`config.mk`:
```
export PLATFORM = sky130hd
export DESIGN_NAME = pipeline_hazard_ctrl
export DESIGN_NICKNAME = d
export VERILOG_FILES = /design/src/rtl/pipe_ctrl_pkg.sv /design/src/rtl/load_use_detect.sv /design/src/rtl/pipeline_hazard_ctrl.sv
export SDC_FILE = /design/constraint.sdc
export NUM_CORES = 1
export LEC_CHECK = 0
export ABC_CLOCK_PERIOD_IN_PS = 2600
export CAP_MARGIN = 20
export CORE_ASPECT_RATIO = 0.6
export CORE_MARGIN = 2
export CORE_UTILIZATION = 44
export CTS_CLUSTER_SIZE = 20
export DETAILED_ROUTE_END_ITERATION = 7
export GPL_TIMING_DRIVEN = 0
export PLACE_DENSITY = 0.78
export SLEW_MARGIN = 20
export SYNTH_ARGS = -nofsm -noshare
export SYNTH_HDL_FRONTEND = slang
export SYNTH_SLANG_ARGS = --single-unit
export TNS_END_PERCENT = 5
```
`constraint.sdc`:
```
create_clock -name clk -period 2.6 [get_ports clk]
set_input_delay 0.52 -clock clk [delete_from_list [all_inputs] [get_ports clk]]
set_output_delay 0.52 -clock clk [all_outputs]
set_load 0.05 [all_outputs]
```
`src/rtl/pipe_ctrl_pkg.sv`:
```
// Shared types and constants for the pipeline stall/flush controller.
package pipe_ctrl_pkg;

  localparam int REG_ADDR_W_DEF = 5;

  // An all-zero instruction word is what a flushed stage register captures.
  localparam logic [31:0] BUBBLE_INSTR = 32'h0000_0000;

  typedef enum logic [0:0] {
    RUN     = 1'b0,
    MD_WAIT = 1'b1
  } state_e;

  typedef struct packed {
    logic pc_load;
    logic if_id_load;
    logic id_ex_load;
    logic ex_mem_load;
    logic if_id_flush;
    logic id_ex_flush;
    logic ex_mem_flush;
    logic md_busy;
    logic md_kill;
  } ctrl_t;

  localparam ctrl_t CTRL_OFF       = 9'b0000_000_00;
  localparam ctrl_t CTRL_RUN       = 9'b1111_000_00;
  localparam ctrl_t CTRL_LOAD_USE  = 9'b0011_010_00;
  localparam ctrl_t CTRL_FLUSH_ALL = 9'b1111_111_00;
  localparam ctrl_t CTRL_MD_STALL  = 9'b0001_001_10;
  localparam ctrl_t CTRL_MD_KILL   = 9'b1111_111_01;

endpackage

```
`src/rtl/load_use_detect.sv`:
```
// Flags an ID instruction that reads the destination of a load still in EX.
module load_use_detect #(
  parameter int REG_ADDR_W = 5
) (
  input  logic [REG_ADDR_W-1:0] id_rs1,
  input  logic [REG_ADDR_W-1:0] id_rs2,
  input  logic                  id_uses_rs1,
  input  logic                  id_uses_rs2,
  input  logic [REG_ADDR_W-1:0] ex_rd,
  input  logic                  ex_reg_write,
  input  logic                  ex_mem_read,
  output logic                  hit
);

  logic rs1_match;
  logic rs2_match;

  assign rs1_match = id_uses_rs1 && (id_rs1 == ex_rd);
  assign rs2_match = id_uses_rs2 && (id_rs2 == ex_rd);

  // x0 is hardwired to zero, so a load targeting it never creates a dependency.
  assign hit = ex_mem_read && ex_reg_write && (ex_rd != '0) && (rs1_match || rs2_match);

endmodule

```
`src/rtl/pipeline_hazard_ctrl.sv`:
```
// Stall/flush controller for the 5-stage pipeline: load-use, MUL/DIV wait and branch squash.
module pipeline_hazard_ctrl
  import pipe_ctrl_pkg::*;
#(
  parameter int REG_ADDR_W = REG_ADDR_W_DEF,
  parameter int MD_LATENCY = 4,
  parameter int CNT_W      = 16
) (
  input  logic                  clk,
  input  logic                  rst,
  input  logic [REG_ADDR_W-1:0] id_rs1,
  input  logic [REG_ADDR_W-1:0] id_rs2,
  input  logic                  id_uses_rs1,
  input  logic                  id_uses_rs2,
  input  logic [REG_ADDR_W-1:0] ex_rd,
  input  logic                  ex_reg_write,
  input  logic                  ex_mem_read,
  input  logic                  ex_md_op,
  input  logic                  mem_branch_taken,
  output logic                  pc_load,
  output logic                  if_id_load,
  output logic                  id_ex_load,
  output logic                  ex_mem_load,
  output logic                  if_id_flush,
  output logic                  id_ex_flush,
  output logic                  ex_mem_flush,
  output logic                  md_busy,
  output logic                  md_kill,
  output logic [CNT_W-1:0]      stall_cycles
);

  localparam int              MDC_W     = $clog2(MD_LATENCY) + 1;
  localparam bit              MD_STALLS = (MD_LATENCY > 1);
  localparam logic [MDC_W-1:0] MD_RELOAD = MDC_W'((MD_LATENCY > 1) ? (MD_LATENCY - 2) : 0);

  state_e           state;
  state_e           state_nxt;
  logic [MDC_W-1:0] md_cnt;
  logic [MDC_W-1:0] md_cnt_nxt;
  logic             lu_hit;
  ctrl_t            ctrl;

  load_use_detect #(
    .REG_ADDR_W (REG_ADDR_W)
  ) u_lud (
    .id_rs1       (id_rs1),
    .id_rs2       (id_rs2),
    .id_uses_rs1  (id_uses_rs1),
    .id_uses_rs2  (id_uses_rs2),
    .ex_rd        (ex_rd),
    .ex_reg_write (ex_reg_write),
    .ex_mem_read  (ex_mem_read),
    .hit          (lu_hit)
  );

  // Output decode and next-state selection
  always_comb begin
    ctrl       = CTRL_RUN;
    state_nxt  = state;
    md_cnt_nxt = md_cnt;
    if (!rst) begin
      ctrl       = CTRL_OFF;
      state_nxt  = RUN;
      md_cnt_nxt = '0;
    end else begin
      unique case (state)
        RUN: begin
          if (mem_branch_taken) begin
            ctrl = CTRL_FLUSH_ALL;
          end else if (ex_md_op && MD_STALLS) begin
            ctrl       = CTRL_MD_STALL;
            state_nxt  = MD_WAIT;
            md_cnt_nxt = MD_RELOAD;
          end else if (lu_hit) begin
            ctrl = CTRL_LOAD_USE;
          end
        end
        MD_WAIT: begin
          // The MUL/DIV op is younger than a branch resolving in MEM, so it dies with it.
          if (mem_branch_taken) begin
            ctrl       = CTRL_MD_KILL;
            state_nxt  = RUN;
            md_cnt_nxt = '0;
          end else if (md_cnt != '0) begin
            ctrl       = CTRL_MD_STALL;
            md_cnt_nxt = md_cnt - 1'b1;
          end else begin
            state_nxt = RUN;
          end
        end
        default: begin
          state_nxt  = RUN;
          md_cnt_nxt = '0;
        end
      endcase
    end
  end

  assign pc_load      = ctrl.pc_load;
  assign if_id_load   = ctrl.if_id_load;
  assign id_ex_load   = ctrl.id_ex_load;
  assign ex_mem_load  = ctrl.ex_mem_load;
  assign if_id_flush  = ctrl.if_id_flush;
  assign id_ex_flush  = ctrl.id_ex_flush;
  assign ex_mem_flush = ctrl.ex_mem_flush;
  assign md_busy      = ctrl.md_busy;
  assign md_kill      = ctrl.md_kill;

  // State register
  always_ff @(posedge clk or negedge rst) begin
    if (!rst) begin
      state  <= RUN;
      md_cnt <= '0;
    end else begin
      state  <= state_nxt;
      md_cnt <= md_cnt_nxt;
    end
  end

  // Saturating count of cycles in which the PC is held
  always_ff @(posedge clk or negedge rst) begin
    if (!rst) begin
      stall_cycles <= '0;
    end else if (!ctrl.pc_load && (stall_cycles != '1)) begin
      stall_cycles <= stall_cycles + 1'b1;
    end
  end

endmodule

```
==> results of run 1 <==
==> final cells by class <==
| type | count | area share, % |
|---|---|---|
| Buffer | 3 | 1.59 |
| Clock buffer | 4 | 2.92 |
| Inverter | 6 | 1.19 |
| Multi-Input combinational cell | 102 | 39.7 |
| Sequential cell | 20 | 26.5 |
| Tap cell | 34 | 2.26 |
| Timing Repair Buffer | 50 | 25.7 |
==> flip-flops by register name (all words and copies together), names as in the netlist <==
name / cells
stall_cycles: 16
state: 1
md_cnt: 3
==> placed cells by master (no fill, tap or decap), types with 3 or more instances in the layout <==
master	Yosys	layout
a21oi_1	3	3
buf_4	2	6
clkbuf_8	0	4
clkdlybuf4s50_1	0	33
dfrtp_1	20	20
dlygate4sd2_1	0	6
ha_1	3	3
inv_1	6	6
nand2_1	16	15
nand3_1	7	7
nand4_1	4	4
nor2_1	6	5
nor2_2	6	7
nor3_1	3	3
xnor2_1	12	12
xor2_1	12	12
==> metal layers <==
metal | vias to the layer above | GRT usage (%)
li1 | 563 | -
met1 | 540 | 24.5
met2 | 42 | 35.2
met3 | 5 | 4.65
met4 | 0 | 4.36
met5 | - | 0
==> power by group through the flow <==
stage	sequential, mW	clock, mW	combinational, mW
after floorplan	0.783	0	0.227
after global placement	0.507	0	0.769
after detailed placement	0.517	0	0.784
after CTS	0.512	0.240	0.786
after global routing	0.527	0.253	0.825
final	0.515	0.238	0.785
==> what timing repair did <==
action                     CTS  global route
setup endpoints to repair    8             6
setup buffers                1             2
pin swaps                    1             3
gates resized for setup     32            11
==> critical path: stages <==
cell and delay (ns):
dlygate4sd2_1 0.27, or4_4 0.52, o211ai_2 0.17, nand2b_4 0.16, nand2_1 0.06, nand2_2 0.08, buf_4 0.12, buf_8 0.13
==> kinds of logic (layout without fill, tap and decap cells) <==
kind of cell | count (synthesis) | in the layout | share of synthesized area (%)
and+or+nand+nor | 57 | 57 | 25.6
xor gates and xnor gates | 24 | 24 | 16.5
DFF | 20 | 20 | 39.2
AOI/OAI and AO/OA | 15 | 15 | 8.82
buffers and inverters | 9 | 63 | 4.12
adders and majority gates | 3 | 3 | 2.94
muxes | 3 | 3 | 2.84
==> path summary, 6_finish.rpt <==
| path | start | to | cells after the start | slack (ns) |
|---|---|---|---|---|
| min in group clk | stall_cycles[6] | stall_cycles[6] | 1 | 0.50 |
| worst min-delay path | rst | stall_cycles[3] | 1 | 0.19 |
| worst max-delay path | ex_rd[2] | pc_load | 8 | 0.04 |
| worst min register to register | stall_cycles[6] | stall_cycles[6] | 1 | 0.50 |
| max in group asynchronous | rst | stall_cycles[11] | 1 | 2.14 |
| worst max register to register | md_cnt[0] | stall_cycles[1] | 8 | 0.50 |
==> results.tsv, run 1 <==
metric	value	unit
run_status	completed	
die_w	73.5	um
n_antenna_cell	0	
min_period_over_period	98.3	%
setup_violations	0	
cts-root-to-sink-buffers	2	
skew	0.00840	ns
cts.sinks	20	
clock_power_share	15.5	%
max_cap_viol_count	0	
first_iter_violations	45	
cts-buffers-inserted	3	
fill_count	228	
design.die.area	0.00336	mm2
place_area	0.00178	mm2
top_layer	met4	
netlist_area	0.00128	mm2
num-nets-final	212	
dieHeight	45.7	um
detail_route.vias_per_cell	5.25	
worst_skew_pair.late_latency	0.26	ns
yosys_register_bits	20	
final_util	67.0	%
tritoncts	built	
max_slew_margin	65.8	%
grt_pass1_wl	4.93	mm
hp-class	input port to asynchronous set/reset pin	
grt_antenna_before_repair	0	
rows	15	
yosysUniqueCellTypes	38	
reported_leakage_power	0.815	nW
cp.required	2.08	ns
dr.pass1.iters	4	
mean_instance_size_in_the_synthesized_netlist	9.74	um2
netSwitchingPower	0.715	mW
synthesis.instances	131	
report.final.slew_viol_count	0	
hold_violations	0	
internal_power	0.824	mW
grt.total_usage	19.6	%
globalRouteOverflowTotal	0	
place_ws	-0.950	ns
synth.top_cell.area_share	39.2	%
max_slew.worst_pin.slew	0.511	ns
report.power.total	1.54	mW
routed-via-count	1150	
clock.fmax	391	MHz
layout.cells.non_filler	219	
portBuffers	47	
cp.arrival	2.04	ns
final_layout_size_suffix_gt1_share	20.0	%
place.gp.congestion	0.846	
finalWirelength	3.19	mm
pin_count_of_the_biggest_net_entering_global_routing	31	
post-route-worst-setup-slack	0.0437	ns
fp.coreArea	0.00282	mm2
worst_ir_drop_vdd	0.000532	V
ys_dominant_reg_cell	dfrtp_1	
setup.worst_path.class	input port to output pin	
wl_met2	1.46	mm
hpwlAfterDp	2.46	mm
post_drt_wl_per_cell	14.6	um
wl_met1	1.48	mm
detail_route.drc_violations	0	
min_period	2.56	ns
power-per-cell-area	816	mW/mm2
initial_cell_density_of_the_core	45.3	%
drtAntennaViolNets	0	
synth_commonest_cells	20 x dfrtp_1, 16 x nand2_1, 12 x xnor2_1, 12 x xor2_1, 7 x nand3_1	
ys.warnings.count	0	
synth_sequential_area_ratio	39.2	%
number_of_global_route_vias_before_repair	1094	
seq_power_share	33.5	%
power_switching_share	46.5	%
clockRootBuffer	clkbuf_8	
sequential_cell_area	500	um2
clk_transition_reported_paths	0.08	ns
critical_path.max_fanout	3	
setup-tns-final	0	ns
hold_slack	0.187	ns
grt_setup_unrepaired	yes	
share_comb_of_total_power	51.0	%
synth.area.top_cells	dfrtp_1 39%, xnor2_1 8.2%, xor2_1 8.2%	
syn_nets	157	
detailed_route_wirelength_on_metal3	220	um
synth-edff-count	0	
synthDominantAreaCellType	dfrtp_1	
syn2layout_area_growth	47.7	%
final_cell_area	0.00189	mm2
cts_hold_repair.buffers	0	
boundaryPins	48	
htree_levels	1	
yosys.cell_count.top_type	dfrtp_1	
startpoint_type	input port	
place.detailed.instances	212	
synthArstFlopShare	100	%
area_of_the_multi_input_gates	749	um2
crit_path_end_kind	output pin	
Power figures use the tool's default switching activity.
==> run 2: changes to the inputs <==
ABC_CLOCK_PERIOD_IN_PS = 2300   (was 2600)
CORE_UTILIZATION = 39   (was 44)
PLACE_DENSITY = 0.73   (was 0.78)
clock period = 2.3 ns   (was 2.6 ns; I/O delays follow)
==> results.tsv, run 2 (synthesis gave the netlist of run 1 again) <==
metric	value	unit
startpoint_type	input port	
num-nets-final	213	
seq_power_share	33.4	%
final_cell_mix	24 x clkdlybuf4s50_1, 20 x dfrtp_1, 14 x nand2_1	
worst_ir_drop_vdd	0.000603	V
pin_count_of_the_biggest_net_entering_global_routing	31	
crit_path_end_kind	output pin	
place.gp.congestion	0.857	
boundaryPins	48	
cells_along_the_critical_path	clkdlybuf4s50_1 -> xnor2_1 -> nand2_1 -> o22ai_2 -> nand2b_4 -> buf_4 -> o21ai_2 -> buf_6	
share_comb_of_total_power	51.1	%
cts.sinks	20	
first_iter_violations	24	
fp.coreArea	0.00318	mm2
detail_route.drc_violations	0	
initial_cell_density_of_the_core	40.1	%
design.die.area	0.00376	mm2
setup.worst_path.class	input port to output pin	
critical_path.startpoint	id_rs1[2]	
skew	0.00113	ns
htree_levels	1	
syn2layout_area_growth	51.4	%
regToRegStartpoint	md_cnt[0]	
portBuffers	47	
max_slew_margin	66.4	%
dr.pass1.iters	4	
n_antenna_cell	0	
cts_hold_repair.buffers	0	
layout.cells.non_filler	231	
min_period_over_period	99.8	%
power_switching_share	46.5	%
cp.required	1.84	ns
grt_pass1_wl	5.45	mm
netSwitchingPower	0.810	mW
mostFrequentLayoutCell	clkdlybuf4s50_1	
largestRegisters	stall_cycles (16), md_cnt (3), state (1)	
regMostFlops	stall_cycles	
cts-root-to-sink-buffers	2	
cts-buffers-inserted	3	
grt_antenna_before_repair	0	
hpwlAfterDp	2.47	mm
crit_path_top_delay_cell	clkdlybuf4s50_1	
reported_leakage_power	0.899	nW
clock_power_share	15.5	%
place.detailed.instances	223	
post_drt_wl_per_cell	14.6	um
hp-class	input port to asynchronous set/reset pin	
detail_route.vias_per_cell	4.97	
setup_violations	0	
critical_path.max_fanout	3	
grt_setup_unrepaired	yes	
run_status	completed	
power-per-cell-area	902	mW/mm2
min_period	2.30	ns
rows	16	
final_util	60.7	%
critical-path-max-stage-delay	0.47	ns
clk_transition_reported_paths	0.08	ns
dieHeight	48.3	um
hold_violations	0	
internal_power	0.933	mW
final_layout_size_suffix_gt1_share	25.3	%
largest_reg_flops	16	
globalRouteOverflowTotal	0	
routed-via-count	1149	
clockRootBuffer	clkbuf_8	
tritoncts	built	
max_cap_viol_count	0	
number_of_global_route_vias_before_repair	1144	
max_slew.worst_pin.slew	0.503	ns
cp.arrival	1.84	ns
clock.fmax	435	MHz
finalWirelength	3.38	mm
report.power.total	1.74	mW
grt.total_usage	17.9	%
drtAntennaViolNets	0	
report.final.slew_viol_count	0	
worst_skew_pair.late_latency	0.26	ns
die_w	77.9	um
run 2: area by class of cell:
| class | count | area, um2 |
|---|---|---|
| plain buffers | 3 | 33.8 |
| multi-input cells | 102 | 761 |
| clock buffers | 4 | 55.1 |
| flip-flops and latches | 20 | 500 |
| repair buffers | 51 | 503 |
| well taps | 45 | 56.3 |
| inverters | 6 | 22.5 |
| fillers | 288 | 1250 |
run 2: power by group through the flow:
stage                     sequential, mW  combinational (mW)  clock (mW)
after floorplan                    0.885               0.256           0
after global placement             0.573               0.868           0
after detailed placement           0.585               0.884           0
after CTS                          0.579               0.887       0.274
after global routing               0.601               0.935       0.289
final                              0.581               0.891       0.271
run 2: path summary, 6_finish.rpt:
path | endpoint | slack (ns) | cells after the start
setup / recovery | id_ex_flush | 0.004 | 8
hold / removal | state | 0.09 | 1
setup reg to reg | stall_cycles[1] | 0.18 | 8
hold reg to reg | stall_cycles[6] | 0.50 | 1
max in group asynchronous | md_cnt[0] | 1.95 | 1
min in group clk | stall_cycles[6] | 0.50 | 1
run 2: worst max-delay path, delay by kind of cell:
kind                   cells  cell delay [ns]
buffers and inverters      3             0.79
XOR/XNOR                   1             0.11
AO/OA/AOI/OAI              2             0.29
AND/OR/NAND/NOR            2             0.19
run 2: routing by layer:
metal	share of wire, %	GRT usage [%]
met1	47	24.2
met2	47	30.3
met3	5.5	4.66
met4	0	1.19
met5	0	0
run 2: metrics by stage:
| step | worst slack, ns | instance area, um2 | TNS (ns) | hold WS, ns |
|---|---|---|---|---|
| finish | 0.00363 | 1930 | 0 | 0.0941 |
| global route | -0.0798 | 1930 | -0.116 | 0.119 |
| CTS | -0.238 | 1870 | -0.721 | 0.108 |
| detailed placement | -1.14 | 1800 | -6.78 | 0.491 |
| global placement | -1.38 | 1800 | -22.08 | 0.480 |
| floorplan | -0.178 | 1280 | -0.178 | 0.164 |
run 2: timing repair:
action,CTS,global route
pin swaps,2,15
resized for setup,40,47
setup endpoints to repair,10,8
buffers inserted,1,3
